[config.mk]
export PLATFORM = sky130hd
export DESIGN_NAME = mem_lsu
export DESIGN_NICKNAME = d
export VERILOG_FILES = /design/src/rtl/mem_lsu_pkg.sv /design/src/rtl/mem_lsu_align.sv /design/src/rtl/mem_lsu.sv
export SDC_FILE = /design/constraint.sdc
export NUM_CORES = 1
export LEC_CHECK = 0
export ABC_AREA = 0
export BUFFER_PORTS_ARGS = -buffer_cell sky130_fd_sc_hd__buf_2
export CAP_MARGIN = 20
export CORE_AREA = 2 2 137 139
export DETAILED_ROUTE_END_ITERATION = 6
export DIE_AREA = 0 0 139 141
export PLACE_DENSITY_LB_ADDON = 0.05
export SLEW_MARGIN = 30
export SYNTH_ARGS = -nofsm -noshare
export SYNTH_HDL_FRONTEND = slang
export SYNTH_SLANG_ARGS = --single-unit
[constraint.sdc]
create_clock -name CLK -period 2.3 [get_ports CLK]
set_input_delay 0.46 -clock CLK [delete_from_list [all_inputs] [get_ports CLK]]
set_output_delay 0.46 -clock CLK [all_outputs]
set_load 0.01 [all_outputs]
[src/rtl/mem_lsu_pkg.sv]
// mem_lsu_pkg: shared definitions for the RV32I load/store stage.
//   - funct3 encodings for loads (LB/LH/LW/LBU/LHU) and stores (SB/SH/SW)
//   - lsu_state_e: stage FSM state encoding (IDLE=0, REQ=1, WAIT_R=2)
//   - misaligned(): size/alignment test used when MEM_LSU_MISALIGN_TRAP_EN is defined
package mem_lsu_pkg;

  localparam logic [2:0] F3_LB  = 3'b000;
  localparam logic [2:0] F3_LH  = 3'b001;
  localparam logic [2:0] F3_LW  = 3'b010;
  localparam logic [2:0] F3_LBU = 3'b100;
  localparam logic [2:0] F3_LHU = 3'b101;
  localparam logic [2:0] F3_SB  = 3'b000;
  localparam logic [2:0] F3_SH  = 3'b001;
  localparam logic [2:0] F3_SW  = 3'b010;

  typedef enum logic [1:0] {
    IDLE   = 2'd0,
    REQ    = 2'd1,
    WAIT_R = 2'd2
  } lsu_state_e;

  // Halfword accesses need a[0]=0, word accesses need a[1:0]=0.
  // Stores only recognise SH as a halfword; loads recognise LH and LHU.
  function automatic logic misaligned(input logic       is_store,
                                      input logic [2:0] f3,
                                      input logic [1:0] a);
    logic half;
    half = is_store ? (f3 == F3_SH) : ((f3 == F3_LH) || (f3 == F3_LHU));
    return (half && a[0]) || ((f3 == F3_LW) && (a != 2'b00));
  endfunction

endpackage

[src/rtl/mem_lsu_align.sv]
// mem_lsu_align: combinational lane steering for the load/store stage.
//   funct3     in  3   access size/sign
//   addr_lo    in  2   effective address bits [1:0]
//   store_data in  32  rs2 value
//   rdata      in  32  bus read word
//   strb       out 4   write byte enables
//   wdata      out 32  lane-replicated write data
//   load_data  out 32  aligned, extended load result
// Offset bits below the access size are ignored (halfwords use {a[1],0},
// words use 0), so an untrapped misaligned access still hits its own lanes.
module mem_lsu_align
  import mem_lsu_pkg::*;
(
  input  logic [2:0]  funct3,
  input  logic [1:0]  addr_lo,
  input  logic [31:0] store_data,
  input  logic [31:0] rdata,
  output logic [3:0]  strb,
  output logic [31:0] wdata,
  output logic [31:0] load_data
);

  logic [31:0] sh;

  always_comb begin
    strb  = '1;
    wdata = store_data;
    case (funct3)
      F3_SB: begin
        strb  = 4'b0001 << addr_lo;
        wdata = {4{store_data[7:0]}};
      end
      F3_SH: begin
        strb  = 4'b0011 << {addr_lo[1], 1'b0};
        wdata = {2{store_data[15:0]}};
      end
      default: ;
    endcase
  end

  always_comb begin
    sh        = rdata;
    load_data = rdata;
    case (funct3)
      F3_LB, F3_LBU: sh = rdata >> {addr_lo, 3'b000};
      F3_LH, F3_LHU: sh = rdata >> {addr_lo[1], 4'b0000};
      default:       sh = rdata;
    endcase
    case (funct3)
      F3_LB:   load_data = {{24{sh[7]}}, sh[7:0]};
      F3_LBU:  load_data = {24'h0, sh[7:0]};
      F3_LH:   load_data = {{16{sh[15]}}, sh[15:0]};
      F3_LHU:  load_data = {16'h0, sh[15:0]};
      default: load_data = rdata;
    endcase
  end

endmodule

[src/rtl/mem_lsu.sv]
// mem_lsu: RV32I load/store stage between the ALU stage and the M_ latch.
//   CLK, RST (async, active-low)        clock / reset
//   STALL / STALL_OUT                   downstream hold / upstream hold
//   A_*                                 ALU-stage instruction and operands
//   M_*                                 stage outputs (M_VALID gated to IDLE)
//   MEM_REQ/WE/ADDR/STRB/WDATA/READY    single-word bus request channel
//   MEM_RVALID/RDATA                    read response channel
// Optional: define MEM_LSU_MISALIGN_TRAP_EN to trap misaligned accesses
// instead of issuing them; this adds the M_MISALIGN output.
module mem_lsu
  import mem_lsu_pkg::*;
(
  input  logic        CLK,
  input  logic        RST,
  input  logic        STALL,
  output logic        STALL_OUT,
  input  logic [31:0] A_PC,
  input  logic [31:0] A_INST,
  input  logic        A_VALID,
  input  logic [4:0]  A_REG_D,
  input  logic [31:0] A_REG_D_V,
  input  logic        A_LOAD,
  input  logic        A_STORE,
  input  logic [2:0]  A_FUNCT3,
  input  logic [31:0] A_STORE_DATA,
  output logic [31:0] M_PC,
  output logic [31:0] M_INST,
  output logic [4:0]  M_REG_D,
  output logic [31:0] M_REG_D_V,
  output logic        M_VALID,
  output logic        MEM_REQ,
  output logic        MEM_WE,
  output logic [31:0] MEM_ADDR,
  output logic [3:0]  MEM_STRB,
  output logic [31:0] MEM_WDATA,
  input  logic        MEM_READY,
  input  logic        MEM_RVALID,
  input  logic [31:0] MEM_RDATA
`ifdef MEM_LSU_MISALIGN_TRAP_EN
  ,
  output logic        M_MISALIGN
`endif
);

  lsu_state_e  state;
  logic [31:0] pc_r;
  logic [31:0] inst_r;
  logic        valid_r;
  logic [4:0]  rd_r;
  logic [31:0] rdv_r;
  logic        load_r;
  logic        store_r;
  logic [2:0]  f3_r;
  logic [31:0] sdata_r;

  logic [3:0]  al_strb;
  logic [31:0] al_wdata;
  logic [31:0] al_ldata;
  logic        is_mem;
  logic        trap;

  assign is_mem = A_VALID && (A_LOAD || A_STORE);

`ifdef MEM_LSU_MISALIGN_TRAP_EN
  logic mis_r;
  assign trap       = is_mem && misaligned(A_STORE, A_FUNCT3, A_REG_D_V[1:0]);
  assign M_MISALIGN = mis_r;

  always_ff @(posedge CLK or negedge RST) begin
    if (!RST)                         mis_r <= 1'b0;
    else if (state == IDLE && !STALL) mis_r <= trap;
  end
`else
  assign trap = 1'b0;
`endif

  mem_lsu_align u_align (
    .funct3     (f3_r),
    .addr_lo    (rdv_r[1:0]),
    .store_data (sdata_r),
    .rdata      (MEM_RDATA),
    .strb       (al_strb),
    .wdata      (al_wdata),
    .load_data  (al_ldata)
  );

  always_ff @(posedge CLK or negedge RST) begin
    if (!RST) begin
      state   <= IDLE;
      pc_r    <= '0;
      inst_r  <= '0;
      valid_r <= 1'b0;
      rd_r    <= '0;
      rdv_r   <= '0;
      load_r  <= 1'b0;
      store_r <= 1'b0;
      f3_r    <= '0;
      sdata_r <= '0;
    end else begin
      case (state)
        IDLE: begin
          if (!STALL) begin
            pc_r    <= A_PC;
            inst_r  <= A_INST;
            valid_r <= A_VALID;
            rd_r    <= A_REG_D;
            rdv_r   <= A_REG_D_V;
            load_r  <= A_LOAD;
            store_r <= A_STORE;
            f3_r    <= A_FUNCT3;
            sdata_r <= A_STORE_DATA;
            if (is_mem && !trap) state <= REQ;
          end
        end
        REQ: begin
          if (MEM_READY) state <= load_r ? WAIT_R : IDLE;
        end
        WAIT_R: begin
          if (MEM_RVALID) begin
            rdv_r <= al_ldata;
            state <= IDLE;
          end
        end
        default: state <= IDLE;
      endcase
    end
  end

  always_comb begin
    M_PC      = pc_r;
    M_INST    = inst_r;
    M_REG_D   = rd_r;
    M_REG_D_V = rdv_r;
    M_VALID   = valid_r && (state == IDLE);
    STALL_OUT = (state != IDLE);
    MEM_REQ   = (state == REQ);
    MEM_WE    = MEM_REQ && store_r;
    MEM_ADDR  = MEM_REQ ? {rdv_r[31:2], 2'b00} : '0;
    MEM_STRB  = MEM_WE ? al_strb : '0;
    MEM_WDATA = MEM_WE ? al_wdata : '0;
  end

endmodule

### After elaboration in Yosys (flattened, before gate mapping)

Cells that the tools add are included.

* register bits: 141
* word-level logic and storage cells: 53

* equal/unequal tests: 9
* shift-type cells: 4
* muxes and demuxes: 16
* bitwise operators: 1
* reductions and logical operators: 13

Operator list (number)
* $mux W32: 4
* $pmux W32 S2: 2
* $pmux W32 S4: 1
* $shr A32 B5 Y16: 2
* $pmux W16 S2: 1
* $mux W2: 5
* $pmux W4 S2: 1
* $eq A3 B3 Y1 const B: 2
* $ne A2 B2 Y1 const B: 3
* $pmux W2 S3: 1
* $mux W4: 1
* $reduce_and A4 Y1: 1
* $reduce_bool A2 Y1: 2
* $reduce_or A2 Y1: 2
* $shl A1 B2 Y4 const A: 1
* $shl A2 B2 Y4 const A: 1
* $eq A3 B1 Y1 const B: 1
* $logic_and A1 B1 Y1: 3
* $logic_not A3 Y1: 1
* $reduce_and A3 Y1: 1
* $eq A2 B1 Y1 const B: 1
* $eq A2 B2 Y1 const B: 1
* $logic_not A2 Y1: 1
* $ne A2 B1 Y1 const B: 1
* 3 further kinds: 3

### Depth between registers and ports, before layout

Gate-level depths: netlist (run 1).

* depth in word-level cells: 6
* depth in mapped cells: 7
* depth with buffers taken out: 5

### Cells and area by module

A second synthesis (run 1) with hierarchy kept.

* cells, all modules: 599
* area total of the unflattened synthesis: 7583.5 µm²

By module, submodules not included
* mem_lsu: instances 1, cells an instance 426, area an instance 6383.6 µm²
* mem_lsu_align: instances 1, cells an instance 173, area an instance 1199.9 µm²

### Worst setup path before layout (run 1)

OpenSTA, ideal clock, no wires.

* path type: flip-flop to output port
* start point: register f3_r[1]
* end point: output MEM_WDATA[30]
* arrival: 1.614 ns
* path slack: 0.226 ns
* cell stages (with the launch flop): 6
* path through: dfrtp_1 -> clkbuf_1 -> nor2_1 -> clkbuf_1 -> nor2_1 -> a211oi_1

* cells in the longest elaborated chain, start to end: 3

Ends and longest elaborated chain
* start, declared: RTL line mem_lsu.sv:53 `logic [2:0] f3_r;`
* start signal, assigned: RTL line mem_lsu.sv:97 `f3_r <= '0;`
* start signal, assigned: RTL line mem_lsu.sv:110 `f3_r <= A_FUNCT3;`
* $eq A3 B1 Y1 / $logic_not A3 Y1 (equally long branches): RTL line mem_lsu_align.sv:28 `case (funct3)`
* $pmux W32 S2 (*): RTL line mem_lsu_align.sv:28
* $mux W32 (*): RTL line mem_lsu.sv:140 `MEM_WDATA = MEM_WE ? al_wdata : '0;`
* end, declared: RTL line mem_lsu.sv:35 `output logic [31:0] MEM_WDATA,`

Mark *: on every way between the ends. The rest lies on a longest branch, timed or not.

### Worst setup path in the final report (run 1)

* start point: register state[0]
* end point: output MEM_WDATA[30]

* cells in the longest elaborated chain, start to end: 3

Ends and longest elaborated chain
* start, declared: RTL line mem_lsu.sv:45 `lsu_state_e state;`
* start signal, assigned: RTL line mem_lsu.sv:116 `if (MEM_READY) state <= load_r ? WAIT_R : IDLE;`
* $eq A2 B1 Y1: RTL line mem_lsu.sv:136 `MEM_REQ = (state == REQ);`
* $logic_and A1 B1 Y1: RTL line mem_lsu.sv:137 `MEM_WE = MEM_REQ && store_r;`
* $mux W32: RTL line mem_lsu.sv:140

Every way passes these cells.

==> results_dict.tcl, run 1 <==
set metrics [dict create \
    syn_inst 629 \
    ys_top_cells_by_area "dfrtp_1 (52%), mux2_2 (17%), nor2_1 (3.7%), nand2_1 (3.6%), a221oi_1 (2.6%)" \
    finalClockSkew_ns 0.00975 \
    yosys.area.top_type "dfrtp_1" \
    yosys.area_share.simple_pct 12.3 \
    dieWidth_um 139 \
    yosys_warnings 0 \
    worst_ep_required_time_ns 1.84 \
    synthAdderAreaFrac_pct 0 \
    drc_errors 0 \
    critPathMaxStageDelay_ns 0.41 \
    p_leak_nw 4.74 \
    gp_congestion 0.899 \
    area_growth_pct 40.0 \
    crit_path_start_kind "register" \
    std_cell_rows 50 \
    cts_tree "done" \
    post-route-cell-area_sq_mm 0.00958 \
    slew_viol_final 0 \
    multiInputGateArea_sq_mm 0.00309 \
    seqCellArea_sq_mm 0.00353 \
    clkSlewWorstSetupHoldPaths_ns 0.06 \
    yosysSeqAreaShare_pct 51.6 \
    wl_mm 21.9 \
    place_hpwl_mm 16.5 \
    die_y_um 141 \
    drtIter0Drc 321 \
    critPathKind "reg2out" \
    crit_slowest_cell "dfrtp_2" \
    top_usage_layer "met2" \
    hold_viol_final 0 \
    critPathMaxFanout 29 \
    yosysTopAreaCellShare_pct 51.6 \
    grt_overflow_total 0 \
    fmax_mhz 464 \
    start_util_pct 37.5 \
    period_needed_ns 2.15 \
    grt_pass1_vias 6214 \
    setup-tns-final_ns 0 \
    cts_buffers 17 \
    synth-seq-cells 141 \
    die_area_sq_mm 0.0196 \
    grt_util_met2_pct 36.0 \
    drive_gt1_share_pct 54.7 \
    synth_area_sq_mm 0.00684 \
    grt_max_degree 59 \
    hold_path.class "in2reg" \
    fin_nets 1150 \
    numPortBuffers 346 \
    power_density_mw_per_mm2 1020 \
    fin_crit_sh_pct 93.6 \
    fillers 1751 \
    cp-end-kind "primary output" \
    rsz0062_at_grt "yes" \
    utilization_pct 52.4 \
    postSynthAreaPerCell_sq_um 10.9 \
    antenna_found_initial 6 \
    grt_use_met3_pct 7.17 \
    setup_violations 0 \
    root_buffer "clkbuf_16" \
    drv_cap 0 \
    core_sq_mm 0.0183 \
    fin_cells 1227 \
    synth-main-ff-cell "dfrtp_1" \
    place_area_sq_mm 0.00893 \
    synth-async-reset-ratio_pct 100 \
    routed_via_density 4.95 \
    clkLatencyLatePin_ns 0.41 \
    ir_worst_vdd_mv 0.535 \
    synth_compound_area_share_pct 11.8 \
    cts_max_level 4 \
    synth_edf_count 0 \
    dr.pass1.iters 4 \
    whs_ns 0.258 \
    status "finished, final reports clean" \
    io_pins 349 \
    grt_pass1_wl_mm 34.2 \
    cts_buffer_depth 2 \
    crit_chain "nor2b_4 -> nand2_1 -> buf_6 -> a211oi_1 -> buf_2" \
    routed-via-count 6075 \
    wire_per_inst_um 17.8 \
    synth-xor-area-share_pct 0 \
    synth_top_family_by_area "multiplexers" \
    synth.area.mux_share_pct 20.0 \
    crit_arrival_ns 1.69 \
    synthDistinctLibCells 40 \
    met1_usage_pct 27.5 \
    dpl.cell_count 1187 \
    ant_nets 0 \
    cts_sinks 141 \
    grt_usage_pct 22.0 \
]
critical path: cells and delay by family (launching register included):
kind / cells / cell delay, ns
AO/OA/AOI/OAI: 1 / 0.22
flip-flops: 1 / 0.41
buffers and inverters: 2 / 0.38
AND/OR/NAND/NOR: 2 / 0.26
cell families (layout without fill, tap and decap cells):
logic type / count (synthesis) / in the layout
mux: 123 / 123
flops: 141 / 141
compound gates: 109 / 109
other cells: 1 / 8
simple gates: 189 / 189
buf+inv: 66 / 423
power breakdown:
| group | internal [mW] | total (mW) | switching [mW] | leakage (nW) |
|---|---|---|---|---|
| combinational | 1.60 | 3.42 | 1.82 | 2.83 |
| clock | 1.49 | 2.63 | 1.13 | 0.280 |
| sequential | 3.18 | 3.68 | 0.508 | 1.63 |
| total | 6.27 | 9.73 | 3.46 | 4.74 |
final timing paths:
| path | from | end | slack, ns | cells past startpoint |
|---|---|---|---|---|
| min in group asynchronous | RST | M_PC[6]$_DFFE_PN0P_ | 0.49 | 2 |
| min | MEM_READY | state[0]$_DFFE_PN0P_ | 0.26 | 2 |
| max | state[0]$_DFFE_PN0P_ | MEM_WDATA[30] | 0.15 | 5 |
| max reg2reg | f3_r[1]$_DFFE_PN0P_ | M_REG_D_V[30]$_DFFE_PN0P_ | 0.17 | 7 |
| min reg2reg | M_INST[25]$_DFFE_PN0P_ | M_INST[25]$_DFFE_PN0P_ | 0.50 | 1 |
| max in group asynchronous | RST | state[0]$_DFFE_PN0P_ | 1.15 | 3 |
cell usage after synthesis (all sizes together), types with 2 or more instances:
master,number
and2,25
nand2,65
or2,3
mux2,106
nand2b,3
mux2i,17
a21oi,24
nand3,9
o21ai,28
nor2b,3
a221oi,30
nor2,68
nor3,2
or3,2
and3,8
a22oi,8
inv,17
clkbuf,22
dfrtp,141
a211oi,9
buf,26
o22ai,6
per-layer routing:
metal | up-vias | part of all wire, %
li1 | 2899 | -
met1 | 2911 | 41
met2 | 236 | 50
met3 | 29 | 7.5
met4 | 0 | 2.0
met5 | - | 0
through the flow:
| step | power (mW) | setup WS, ns |
|---|---|---|
| 6_report | 9.73 | 0.147 |
| 5_1_grt | 10.4 | -0.0161 |
| 4_1_cts | 9.81 | 0.0347 |
| 3_5_place_dp | 7.11 | 0.156 |
| 3_3_place_gp | 7.03 | 0.330 |
| 2_1_floorplan | 5.63 | 0.226 |
registers in the layout, indices dropped and copies added (netlist names):
signal     flops
store_r        1
state          2
M_INST        32
valid_r        1
M_REG_D        5
M_REG_D_V     32
f3_r           3
load_r         1
sdata_r       32
M_PC          32
cell usage in the layout, fill, tap and decap left out, types with 8 or more instances in the layout:
| master | count |
|---|---|
| clkbuf_16 | 17 |
| a22oi_1 | 8 |
| and2_1 | 25 |
| a221oi_2 | 10 |
| o21ai_0 | 28 |
| a21oi_1 | 21 |
| nand2_1 | 65 |
| and3_1 | 8 |
| mux2i_1 | 17 |
| dfrtp_1 | 138 |
| inv_1 | 17 |
| nand3_1 | 9 |
| a221oi_1 | 20 |
| buf_4 | 18 |
| mux2_2 | 105 |
| nor2_1 | 65 |
| buf_2 | 345 |
layout make-up:
| cell class | count | share of cell area [%] |
|---|---|---|
| sequential | 141 | 36.9 |
| multi-input combinational | 423 | 32.2 |
| timing repair buffer | 373 | 21.1 |
| clock buffer | 20 | 4.87 |
| tap | 234 | 3.06 |
| clock inverter | 12 | 1.07 |
| inverter | 18 | 0.705 |
| antenna | 6 | 0.157 |
repair_timing:
action                                  in CTS  in global routing
hold buffers                                 1                  0
pin swaps                                    1                  1
gates resized for setup                      5                  9
endpoints found under the hold margin       32                  0
buffers inserted                             1                  0
endpoints found under the setup margin      13                 25
Power figures use the tool's default switching activity.
==> run 2: changes to the inputs <==
--- a/config.mk
+++ b/config.mk
@@ -11,7 +11,7 @@
 export CORE_AREA = 2 2 137 139
 export DETAILED_ROUTE_END_ITERATION = 6
 export DIE_AREA = 0 0 139 141
-export PLACE_DENSITY_LB_ADDON = 0.05
+export PLACE_DENSITY = 0.76
 export SLEW_MARGIN = 30
 export SYNTH_ARGS = -nofsm -noshare
 export SYNTH_HDL_FRONTEND = slang
==> results_dict.tcl, run 2 (synthesis gave the netlist of run 1 again) <==
set metrics [dict create \
    status "finished, final reports clean" \
    finalClockSkew_ns 0.0188 \
    fmax_mhz 450 \
    dr.pass1.iters 5 \
    cts_sinks 141 \
    min_to "state[0]$_DFFE_PN0P_" \
    crit_slowest_cell "or3_1" \
    drc_errors 0 \
    utilization_pct 52.3 \
    std_cell_rows 50 \
    whs_ns 0.263 \
    min_from "MEM_READY" \
    hold_path.class "in2reg" \
    crit_arrival_ns 1.76 \
    crit_path_start_kind "register" \
    ant_nets 0 \
    drtIter0Drc 304 \
    worst_ep_required_time_ns 1.84 \
    critPathKind "reg2out" \
    fillers 1651 \
    seqCellArea_sq_mm 0.00353 \
    setup_violations 0 \
    drv_cap 0 \
    cts_buffers 17 \
    power_density_mw_per_mm2 1030 \
    core_sq_mm 0.0183 \
    final_cell_mix "buf_2 (345), dfrtp_1 (139), mux2_2 (105)" \
    io_pins 349 \
    cts_tree "done" \
    grt_pass1_wl_mm 34.3 \
    grt_usage_pct 22.1 \
    rrSetupSlack_ns 0.33 \
    grt_max_degree 66 \
    crit_path_start "f3_r[2]$_DFFE_PN0P_" \
    fin_nets 1146 \
    start_util_pct 37.5 \
    root_buffer "clkbuf_16" \
    drive_gt1_share_pct 54.0 \
    routed_via_density 5.11 \
    area_growth_pct 39.7 \
    r2r_start "f3_r[0]$_DFFE_PN0P_" \
    critPathMaxFanout 8 \
    post-route-cell-area_sq_mm 0.00956 \
    wl_mm 21.8 \
    grt_pass1_vias 6493 \
    multiInputGateArea_sq_mm 0.00307 \
    slew_viol_final 0 \
    final_common_cell "buf_2" \
    place_area_sq_mm 0.00889 \
    grt_overflow_total 0 \
    fin_crit_sh_pct 96.6 \
    clkLatencyLatePin_ns 0.42 \
    cp.buffers_inverters 1 \
    holdPathStages 2 \
    reg2reg_to "M_REG_D_V[31]$_DFFE_PN0P_" \
    period_needed_ns 2.22 \
    hold_viol_final 0 \
    routed-via-count 6252 \
    ir_worst_vdd_mv 0.515 \
    gp_congestion 0.937 \
    clkSlewWorstSetupHoldPaths_ns 0.07 \
    critPathMaxStageDelay_ns 0.55 \
    die_area_sq_mm 0.0196 \
    wire_per_inst_um 17.8 \
    cp-end-kind "primary output" \
    antenna_found_initial 5 \
    crit_chain "or3_1 -> nand2_1 -> a21oi_1 -> buf_2" \
    reg2regPathDepth 7 \
    die_y_um 141 \
    p_leak_nw 4.73 \
    place_hpwl_mm 16.5 \
    path_delay_family "simple AND/OR/NAND/NOR gates" \
    cts_max_level 4 \
    dieWidth_um 139 \
    numPortBuffers 346 \
    cts_buffer_depth 2 \
]
[run 2: report_power, final]
group	leakage, nW	internal (mW)	switching (mW)
combinational	2.81	1.59	1.84
clock	0.290	1.46	1.25
sequential	1.63	3.17	0.511
[run 2: what timing repair did]
item | CTS | global route
hold buffers | 1 | 0
gates resized for setup | 4 | 8
pin swaps | 0 | 1
setup buffers | 0 | 1
endpoints found under the setup margin | 13 | 16
hold endpoints to repair | 37 | 0
[run 2: through the flow]
step	worst slack [ns]	TNS [ns]	instances	total power, mW
floorplan	0.226	0	630	5.63
global placement	0.331	0	1183	7.00
detailed placement	0.300	0	1183	7.11
CTS	0.0102	0	1216	9.89
global route	-0.000523	-0.000523	1220	10.4
finish	0.0772	0	1223	9.82
[run 2: worst max path at each step]
| stage | to | slack, ns | cells past startpoint |
|---|---|---|---|
| final | MEM_WDATA[8] | 0.08 | 4 |
| after floorplan | MEM_WDATA[30] | 0.23 | 5 |
| after global routing | MEM_WDATA[15] | -0.0005 | 5 |
| after global placement | MEM_ADDR[6] | 0.33 | 5 |
| after CTS | MEM_ADDR[6] | 0.01 | 5 |
| after detailed placement | MEM_ADDR[6] | 0.30 | 5 |
[run 2: cell type report]
class | count | share of cell area (%)
antenna | 6 | 0.157
clock buffer | 17 | 4.45
clock inverter | 15 | 1.68
inverter | 18 | 0.707
multi-input combinational | 423 | 32.1
sequential | 141 | 36.9
tap | 234 | 3.06
timing repair buffer | 369 | 20.9
[run 2: worst reg2reg max path, stage by stage, from the launching register on]
cell and delay (ns):
dfrtp_2 0.45, buf_4 0.19, nand2b_1 0.10, nand3_1 0.11, a311oi_2 0.41, a211oi_4 0.07
buf_4 0.23, a221oi_1 0.32
[run 2: per-layer routing]
metal | vias up | track usage [%] | wire [um]
li1 | 2896 | - | -
met4 | 0 | 9.94 | 617
met5 | - | 0 | 0
met1 | 3021 | 26.5 | 8680
met2 | 293 | 37.4 | 10900
met3 | 42 | 6.05 | 1610
==> run 3: changes to the inputs <==
--- a/config.mk
+++ b/config.mk
@@ -11,6 +11,7 @@
 export CORE_AREA = 2 2 137 139
 export DETAILED_ROUTE_END_ITERATION = 6
 export DIE_AREA = 0 0 139 141
+export GPL_TIMING_DRIVEN = 0
 export PLACE_DENSITY = 0.76
 export SLEW_MARGIN = 30
 export SYNTH_ARGS = -nofsm -noshare
==> results_dict.tcl, run 3 (synthesis gave the netlist of run 1 again) <==
set metrics [dict create \
    crit_arrival_ns 1.83 \
    critPathKind "reg2out" \
    dr.pass1.iters 5 \
    drv_cap 0 \
    r2r_start "state[1]$_DFFE_PN0P_" \
    post-route-cell-area_sq_mm 0.00978 \
    period_needed_ns 2.29 \
    fin_cells 1256 \
    fin_nets 1181 \
    status "finished, final reports clean" \
    ant_nets 0 \
    critPathMaxFanout 10 \
    setup_violations 0 \
    fillers 1707 \
    worst_ep_required_time_ns 1.84 \
    worst-slew-pin-transition_ns 0.592 \
    numPortBuffers 346 \
    wire_per_inst_um 18.5 \
    root_buffer "clkbuf_16" \
    p_leak_nw 4.86 \
    hold_path.class "in2async" \
    grt_pass1_vias 6605 \
    core_sq_mm 0.0183 \
    reg2reg_to "M_REG_D_V[16]$_DFFE_PN0P_" \
    crit_path_start_kind "register" \
    fmax_mhz 437 \
    die_area_sq_mm 0.0196 \
    routed-via-count 6426 \
    die_y_um 141 \
    std_cell_rows 50 \
    p_sw_share_pct 36.8 \
    dieWidth_um 139 \
    grt_pass1_wl_mm 35.3 \
    cts_sinks 141 \
    relSlewSlack_pct 60.5 \
    start_util_pct 37.5 \
    rsz0062_at_grt "yes" \
    fin_crit_sh_pct 99.5 \
    clkPwrFrac_pct 28.0 \
    worst_slack_ns 0.0114 \
    io_pins 349 \
    seqPwrFrac_pct 36.1 \
    rrSetupSlack_ns 0.19 \
    place_hpwl_mm 17.6 \
    drive_gt1_share_pct 56.1 \
    grt_overflow_total 0 \
    seqCellArea_sq_mm 0.00353 \
    drtIter0Drc 283 \
    cts_buffers 17 \
    clkSlewWorstSetupHoldPaths_ns 0.07 \
    place_area_sq_mm 0.00891 \
    gp_congestion 0.900 \
    place_worst_setup_slack_ns -0.317 \
    drc_errors 0 \
    wl_mm 23.3 \
    ir_worst_vdd_mv 0.587 \
    hold_viol_final 0 \
    p_switching_mw 3.74 \
    cp-end-kind "primary output" \
    multiInputGateArea_sq_mm 0.00312 \
    combPwrFrac_pct 35.9 \
    finalClockSkew_ns 0.0103 \
    critPathMaxStageDelay_ns 0.39 \
    final_common_cell "buf_2" \
    final_cell_mix "buf_2 (363), dfrtp_1 (140), mux2_2 (105)" \
    crit_slowest_cell "or3_4" \
    cts_max_level 4 \
    antenna_found_initial 5 \
    clkLatencyLatePin_ns 0.43 \
    grt_max_degree 72 \
    path_delay_family "simple AND/OR/NAND/NOR gates" \
    slew_viol_final 0 \
    grt_usage_pct 23.2 \
    internal_power_mw 6.42 \
    routed_via_density 5.12 \
    cts_tree "done" \
    cts_buffer_depth 2 \
    power_density_mw_per_mm2 1040 \
    dpl.cell_count 1211 \
    area_growth_pct 43.0 \
    reg2regPathDepth 7 \
    crit_chain "buf_4 -> buf_8 -> or3_4 -> nand2_1 -> a21oi_2 -> buf_2" \
    cp.buffers_inverters 3 \
]
-- run 3: changes by cell type in the layout (fill, tap and decap cells not counted), sizes merged --
cell | before | now
clkinvlp | 0 | 1
buf | 368 | 386
diode | 6 | 4
bufinv | 0 | 1
inv | 28 | 22
dlygate4sd3 | 1 | 0
clkbuf | 17 | 35
clkinv | 5 | 8
nor2 | 68 | 69
-- run 3: worst max path at each step --
stage | depth (start not counted) | start | endpoint
floorplan | 5 | f3_r[1]$_DFFE_PN0P_ | MEM_WDATA[30]
global placement | 1 | RST | M_PC[10]$_DFFE_PN0P_
detailed placement | 6 | f3_r[1]$_DFFE_PN0P_ | MEM_WDATA[19]
CTS | 6 | f3_r[0]$_DFFE_PN0P_ | MEM_STRB[2]
global route | 6 | f3_r[0]$_DFFE_PN0P_ | MEM_WDATA[11]
finish | 6 | f3_r[0]$_DFFE_PN0P_ | MEM_WDATA[11]
-- run 3: area by class of cell --
type / count / share of cell area (%)
diodes: 4 / 0.102
plain buffers: 45 / 2.95
clock buffers: 18 / 4.49
clock inverters: 14 / 1.82
inverters: 18 / 0.691
multi-input cells: 424 / 31.9
flip-flops and latches: 141 / 36.1
well taps: 234 / 2.99
repair buffers: 358 / 18.9
-- run 3: per-layer routing --
metal | vias up | GRT usage [%] | share of wire, %
met5 | - | 0 | 0
met4 | 0 | 9.25 | 2.8
met3 | 42 | 7.27 | 8.9
met2 | 328 | 39.1 | 50
met1 | 3096 | 27.7 | 38
li1 | 2960 | - | -
-- run 3: metrics by stage --
step / hold slack [ns] / setup TNS [ns] / util, % / power [mW]
floorplan: 0.164 / 0 / - / 5.63
global placement: 0.485 / -192.53 / 48.6 / 7.03
detailed placement: 0.471 / -5.54 / 48.8 / 7.14
CTS: 0.0175 / 0 / 53.0 / 10.1
global route: 0.0295 / -0.223 / 53.5 / 10.7
finish: 0.00384 / 0 / 53.5 / 10.2
-- run 3: what timing repair did --
item | CTS | global route
setup buffers | 8 | 2
hold buffers | 0 | 0
endpoints found under the setup margin | 64 | 69
pin swaps | 2 | 2
resized for setup | 33 | 30
gates cloned | 1 | 1
-- run 3: power by group through the flow --
stage,clock [mW],sequential (mW),combinational (mW)
finish,2.84,3.66,3.65
floorplan,0,3.83,1.80
detailed placement,0,3.68,3.46
CTS,2.89,3.65,3.58
global placement,0,3.65,3.39
global route,2.99,3.75,3.94
